--- src/rtl/div_iter_ctrl.sv ---
// Purpose : iterative RISC-V DIV/DIVU/REM/REMU (+W) controller built from chained 2-bit restoring-divide slices.
// Latency : result strobe N+2 cycles after accept, N = (word ? 16 : 32) / STEPS_PER_CYCLE; divide-by-zero strobes 1 cycle after accept.
// Backpr. : one op in flight, req_ready_o = idle & ~kill_i; no output back-pressure, result_o held until next result.
// Ports   : clk_i/rst_i (sync active-high), req_valid_i/req_ready_o handshake, dividend_i/divisor_i operands,
//           signed_i/rem_i/word_i op flags, kill_i flush, result_valid_o/result_o result, busy_o not-idle.
module div_iter_ctrl #(
    parameter int STEPS_PER_CYCLE = 1
) (
    input  logic        clk_i,
    input  logic        rst_i,
    input  logic        req_valid_i,
    output logic        req_ready_o,
    input  logic [63:0] dividend_i,
    input  logic [63:0] divisor_i,
    input  logic        signed_i,
    input  logic        rem_i,
    input  logic        word_i,
    input  logic        kill_i,
    output logic        result_valid_o,
    output logic [63:0] result_o,
    output logic        busy_o
);

    typedef enum logic [1:0] {IDLE, ITER, FIX, DONE} state_t;

    localparam int N64 = 32 / STEPS_PER_CYCLE;
    localparam int N32 = 16 / STEPS_PER_CYCLE;

    state_t      state_q;
    logic [63:0] rem_q, dq_q, div_q, result_q;
    logic [5:0]  cnt_q;
    logic        negq_q, negr_q, op_rem_q, op_word_q;

    // Operand preparation, evaluated on the request inputs for the accept edge.
    logic [63:0] a_ext, b_ext, a_mag, b_mag, dz_result, dq_init;
    logic        sa, sb, div_zero;

    always_comb begin
        a_ext = dividend_i;
        b_ext = divisor_i;
        if (word_i) begin
            a_ext = signed_i ? {{32{dividend_i[31]}}, dividend_i[31:0]} : {32'b0, dividend_i[31:0]};
            b_ext = signed_i ? {{32{divisor_i[31]}},  divisor_i[31:0]}  : {32'b0, divisor_i[31:0]};
        end
        sa       = signed_i & a_ext[63];
        sb       = signed_i & b_ext[63];
        a_mag    = sa ? -a_ext : a_ext;
        b_mag    = sb ? -b_ext : b_ext;
        div_zero = word_i ? (divisor_i[31:0] == 32'b0) : (divisor_i == 64'b0);
        // Word ops only need 32 bit-steps, so park the magnitude in the upper half.
        dq_init  = word_i ? {a_mag[31:0], 32'b0} : a_mag;
        if (rem_i)
            dz_result = word_i ? {{32{dividend_i[31]}}, dividend_i[31:0]} : dividend_i;
        else
            dz_result = '1;
    end

    // STEPS_PER_CYCLE chained slices, each retiring two restoring-division bits.
    // The partial remainder needs 65 bits: the divisor magnitude can use all 64.
    logic [63:0] rem_nx, dq_nx;
    logic [64:0] trial;

    always_comb begin
        rem_nx = rem_q;
        dq_nx  = dq_q;
        trial  = '0;
        for (int i = 0; i < STEPS_PER_CYCLE * 2; i++) begin
            trial = {rem_nx, dq_nx[63]};
            dq_nx = {dq_nx[62:0], 1'b0};
            if (trial >= {1'b0, div_q}) begin
                trial    = trial - {1'b0, div_q};
                dq_nx[0] = 1'b1;
            end
            rem_nx = trial[63:0];
        end
    end

    // Final selection, sign correction and word sign-extension.
    logic [63:0] fix_sel, fix_val, fix_res;

    always_comb begin
        fix_sel = op_rem_q ? rem_q : dq_q;
        fix_val = (op_rem_q ? negr_q : negq_q) ? -fix_sel : fix_sel;
        fix_res = op_word_q ? {{32{fix_val[31]}}, fix_val[31:0]} : fix_val;
    end

    always_ff @(posedge clk_i) begin
        if (rst_i) begin
            state_q   <= IDLE;
            rem_q     <= '0;
            dq_q      <= '0;
            div_q     <= '0;
            result_q  <= '0;
            cnt_q     <= '0;
            negq_q    <= 1'b0;
            negr_q    <= 1'b0;
            op_rem_q  <= 1'b0;
            op_word_q <= 1'b0;
        end else if (kill_i) begin
            state_q <= IDLE;
        end else begin
            case (state_q)
                IDLE: begin
                    if (req_valid_i) begin
                        op_rem_q  <= rem_i;
                        op_word_q <= word_i;
                        negq_q    <= sa ^ sb;
                        negr_q    <= sa;
                        if (div_zero) begin
                            result_q <= dz_result;
                            state_q  <= DONE;
                        end else begin
                            rem_q   <= '0;
                            dq_q    <= dq_init;
                            div_q   <= b_mag;
                            cnt_q   <= word_i ? 6'(N32) : 6'(N64);
                            state_q <= ITER;
                        end
                    end
                end
                ITER: begin
                    rem_q <= rem_nx;
                    dq_q  <= dq_nx;
                    cnt_q <= cnt_q - 6'd1;
                    if (cnt_q == 6'd1)
                        state_q <= FIX;
                end
                FIX: begin
                    result_q <= fix_res;
                    state_q  <= DONE;
                end
                default: state_q <= IDLE;
            endcase
        end
    end

    assign req_ready_o    = (state_q == IDLE) & ~kill_i;
    assign result_valid_o = (state_q == DONE) & ~kill_i;
    assign busy_o         = (state_q != IDLE);
    assign result_o       = result_q;

endmodule
--- config.mk ---
export PLATFORM = sky130hd
export DESIGN_NAME = div_iter_ctrl
export DESIGN_NICKNAME = d
export VERILOG_FILES = /design/src/rtl/div_iter_ctrl.sv
export SDC_FILE = /design/constraint.sdc
export NUM_CORES = 1
export LEC_CHECK = 0
export ABC_AREA = 1
export BUFFER_PORTS_ARGS = -buffer_cell sky130_fd_sc_hd__buf_4
export CORE_ASPECT_RATIO = 1.75
export CORE_MARGIN = 2
export CORE_UTILIZATION = 64
export DETAILED_ROUTE_END_ITERATION = 10
export GPL_TIMING_DRIVEN = 0
export HOLD_SLACK_MARGIN = 0.12
export PLACE_DENSITY = 0.86
export SLEW_MARGIN = 10
export SYNTH_ARGS = -nofsm -noshare
export SYNTH_HDL_FRONTEND = slang
export SYNTH_SLANG_ARGS = --single-unit
--- constraint.sdc ---
create_clock -name clk_i -period 5.86 [get_ports clk_i]
set_input_delay 0.293 -clock clk_i [delete_from_list [all_inputs] [get_ports clk_i]]
set_output_delay 0.293 -clock clk_i [all_outputs]
set_load 0.05 [all_outputs]
==> flow_summary.ini, run 1 <==
[status]
status = did not finish
lastStage = global routing
firstError = [ERROR GRT-0116] Global routing finished with congestion. Check the congestion regions in the DRC Viewer.

[logic_synthesis]
syn_area_per_cell_um2 = 5.48
synth.area.mux_share = 0
synth_top_family_by_area = simple AND/OR/NAND/NOR gates
synthDistinctLibCells = 59
netlist_instances = 5692
synthAdderAreaFrac = 0.0562
synth_edf_count = 0
synth_nets = 5966
synth.largest_area_cell = nand2_1
netlist_top_cells_count = nand2_1 (1,672), inv_1 (838), nor2_1 (615), a21oi_1 (484), nand3_1 (397)
synthSimpleGateAreaFrac = 0.387
ys_ff_latch = 268
synth_top_area_share = 0.201
synth-compound-area-share = 0.189
yosysWarnings = 0
synth_xor_area_frac = 0.0581
synthFlopType = dfxtp_1
netlist_top_cells_area = nand2_1 (20%), dfxtp_1 (17%), inv_1 (10%)
async_reset_ff_frac = 0
syn_area_um2 = 31200
synth-seq-area-share = 0.172
yosysMostFrequentCell = nand2_1

[floorplanning]
fp-row-count = 107
die_w_um = 171
pin_count = 202
initial_core_util = 0.644
die_y_um = 296

[place]
globalplace.congestion = 1.55
hpwlAfterDp_um = 130000
post_dp_cell_area_um2 = 33500
io_buffers = 201

[global_routing]
grt_pass1_vias = 46063
grt_overflow = 1325
grt_usage = 0.807
grt_pass1_wl_um = 320000
grt_max_degree = 17

[cts]
numCtsBuffers = 26
cts_sinks = 268
h-tree-depth = 1
clock-root-buffer = clkbuf_16
clockBufferDepth = 3
## routing by layer
layer,global-route usage,GRT overflow
met1,0.754,19
met3,0.644,26
met2,1.02,893
met4,0.854,379
met5,0.294,8
## timing repair
action / CTS
setup endpoints to repair: 65
hold buffers: 35
resized for setup: 30
setup buffers: 1
endpoints found under the hold margin: 37
cloned: 0
pin swaps: 2
## cells by family after synthesis
logic type / count (synthesis)
AOI/OAI and AO/OA: 1087
xor gates and xnor gates: 207
adders and majority gates: 139
buffers and inverters: 1066
DFF: 268
and+or+nand+nor: 2925
## metrics by stage
step,instances,setup TNS (ps),hold slack (ps),setup slack (ps),utilization
floorplan,5692,0,445,1630,-
global placement,6547,-28140,456,-555,0.692
detailed placement,6547,-29550,456,-570,0.692
CTS,6631,0,121,13.8,0.718
==> inputs of run 2 (changes only) <==
Settings changed: CORE_ASPECT_RATIO 1.75 to default, CORE_UTILIZATION 64 to 40, HOLD_SLACK_MARGIN 0.12 to default, PLACE_DENSITY 0.86 to default, PLACE_DENSITY_LB_ADDON from default to 0.15.
==> run 2 against run 1 <==
Net effect: synthesized area is the same; the flow now finishes, with violations (setup timing); synthesized cell count did not move.
==> flow_summary.ini, run 2 <==
[final_layout]
final_net_count = 6205
final_cell_count_no_fill = 6997
layout_common_cells = nand2_1 (1,658), inv_1 (831), nor2_1 (593)
layout_commonest_cell = nand2_1
drive_gt1_frac = 0.0972
num-fill-cells = 8843
fin_util = 0.466
area_delta_synth_final_pct = 15.6

[worst_setup_path]
critical_path_class = register to register
crit_path_max_incr_delay_ps = 470
start_kind = register
path_depth = 29
cp_top_family = simple AND/OR/NAND/NOR gates
r2r-start = div_q[62]
r2r-end = rem_q[54]
critPathSlowestCell = o21ai_1
crit_buf_inv = 5
reg2reg_slack_ps = -2
worstPathArrival_ps = 6310
r2r.worst_path.cells = 29
required_ps = 6310
cpMostUsedCell = nand2_1
crit_fanout = 10
endpoint_kind = register
crit_start = div_q[62]

[power_and_ir_drop]
power_w = 0.00714
power_switching_share = 0.433
seqPwrFrac = 0.279
p_sw_w = 0.00309
p_per_area_nw_per_um2 = 198
clock_power_share = 0.324
leakage_nw = 18.5
ir_drop_mv = 0.189
power_frac_comb = 0.397
p_int_w = 0.00405

[place]
hpwlAfterDp_um = 144000
dp.cells = 6933
io_buffers = 201
globalplace.congestion = 1.15

[floorplanning]
die_y_um = 283
pin_count = 202
fp-row-count = 102
initial_core_util = 0.403
die-area_um2 = 80200
die_w_um = 283
core_um2 = 77300

[cts]
cts_tree = built
cts.clk_slew.worst_paths_ps = 60
clockBufferDepth = 3
clk_latency_ps = 590
numCtsBuffers = 34
cts_sinks = 268
h-tree-depth = 2
clock-root-buffer = clkbuf_16

[timing]
period_share = 1.00
rsz0062_at_grt = true
worst_slew_pin_slew_ps = 1090
finalSetupViolations = 1
hold_ws_ps = 10.6
fin_ws_ps = -1.89
slew_viol_final = 0
period_needed_ps = 5860
slew_headroom = 0.271
clock_skew_ps = 49.3
hold_viol_final = 0
finalSetupTns_ps = -1.89
fmax_mhz = 171

[logic_synthesis]
syn_area_um2 = 31200
netlist_top_cells_area = nand2_1 (20%), dfxtp_1 (17%), inv_1 (10%)
yosysWarnings = 0
synthDistinctLibCells = 59
synth_nets = 5966
yosysMostFrequentCell = nand2_1
synthFlopType = dfxtp_1
syn_area_per_cell_um2 = 5.48
synth.area.mux_share = 0
synthAdderAreaFrac = 0.0562
synth-seq-area-share = 0.172
synth_edf_count = 0
synth-compound-area-share = 0.189
synthSimpleGateAreaFrac = 0.387
synth_xor_area_frac = 0.0581
synth_top_family_by_area = simple AND/OR/NAND/NOR gates
netlist_instances = 5692
synth_top_area_share = 0.201
netlist_top_cells_count = nand2_1 (1,672), inv_1 (838), nor2_1 (615), a21oi_1 (484), nand3_1 (397)
async_reset_ff_frac = 0
ys_ff_latch = 268
synth.largest_area_cell = nand2_1

[drt]
vias = 39725
viasPerCell = 5.68
routed_wl_um = 169000
drt_first_pass_iters = 6
drt_iter0_markers = 5172
remaining_drc_errors = 0
detail-route-antenna-nets = 0
drt-wirelength-per-cell_um = 24.1

[global_routing]
grt_overflow = 0
antenna_found_initial = 7
grt_pass1_vias = 35505
grt_pass1_wl_um = 238000
grt_usage = 0.401
grt_max_degree = 13

[hold_path]
whs_path_depth = 4
min_from = kill_i
hold_class = primary input to register
holdPathEnd = state_q[0]

[run]
cap_violations = 0

[status]
status = finished, violations left
violations = setup timing
run 2: cell type report:
cell class / instances / area (um2) / share of cell area
Antenna cell: 1 / 2.50 / 0.0000694
Buffer: 199 / 1090 / 0.0302
Clock buffer: 47 / 1000 / 0.0278
Clock inverter: 14 / 205 / 0.00569
Inverter: 867 / 3260 / 0.0905
Multi-Input combinational cell: 4358 / 22300 / 0.618
Sequential cell: 268 / 5370 / 0.149
Tap cell: 1040 / 1300 / 0.0361
Timing Repair Buffer: 203 / 1540 / 0.0426
run 2: worst register-to-register path: cells and delay by family, from the launching register on:
kind / cells / cell delay [ps]
AOI/OAI and AO/OA: 5 / 1040
adders and majority gates: 2 / 820
DFF: 1 / 300
buffers and inverters: 5 / 1060
and+or+nand+nor: 17 / 2510
run 2: worst max-delay path by stage:
stage                      endpoint  slack (ps)
after floorplan            rem_q[1]        1630
after global placement    rem_q[52]        -680
after detailed placement  rem_q[52]        -640
after CTS                 rem_q[52]          10
after global routing      rem_q[59]         -20
final                     rem_q[54]          -2
run 2: per-stage QoR:
| step | instance area, um2 | setup WS [ps] |
|---|---|---|
| after floorplan | 31200 | 1630 |
| after detailed placement | 34000 | -643 |
| final | 36100 | -1.89 |
| after global placement | 34000 | -681 |
| after global routing | 36100 | -21.7 |
| after CTS | 35300 | 14.8 |
run 2: layer usage:
layer,track usage,share of wire,vias to the layer above
met4,0.132,0.039,14
met2,0.560,0.39,2171
met1,0.584,0.44,18535
met5,0,0.00062,-
met3,0.112,0.13,263
li1,-,-,18742
run 2: power groups by stage:
stage          Sequential, W  Combinational [W]  Clock [W]
5_1_grt              0.00199            0.00304    0.00239
4_1_cts              0.00198            0.00265    0.00231
3_3_place_gp         0.00201            0.00263          0
3_5_place_dp         0.00202            0.00263          0
6_report             0.00199            0.00284    0.00231
2_1_floorplan        0.00198            0.00170          0
run 2: logic make-up after synthesis:
kind of cell	Yosys count
buffers and inverters	1066
flip-flops	268
AO/OA/AOI/OAI	1087
XOR/XNOR	207
adder cells (fa/ha/maj)	139
AND/OR/NAND/NOR	2925
run 2: timing repair:
item	4_1_cts	5_1_grt
pin swaps	0	4
setup endpoints to repair	65	65
hold buffers	0	0
gates resized for setup	47	166
setup buffers	0	2
Power figures use the tool's default switching activity.
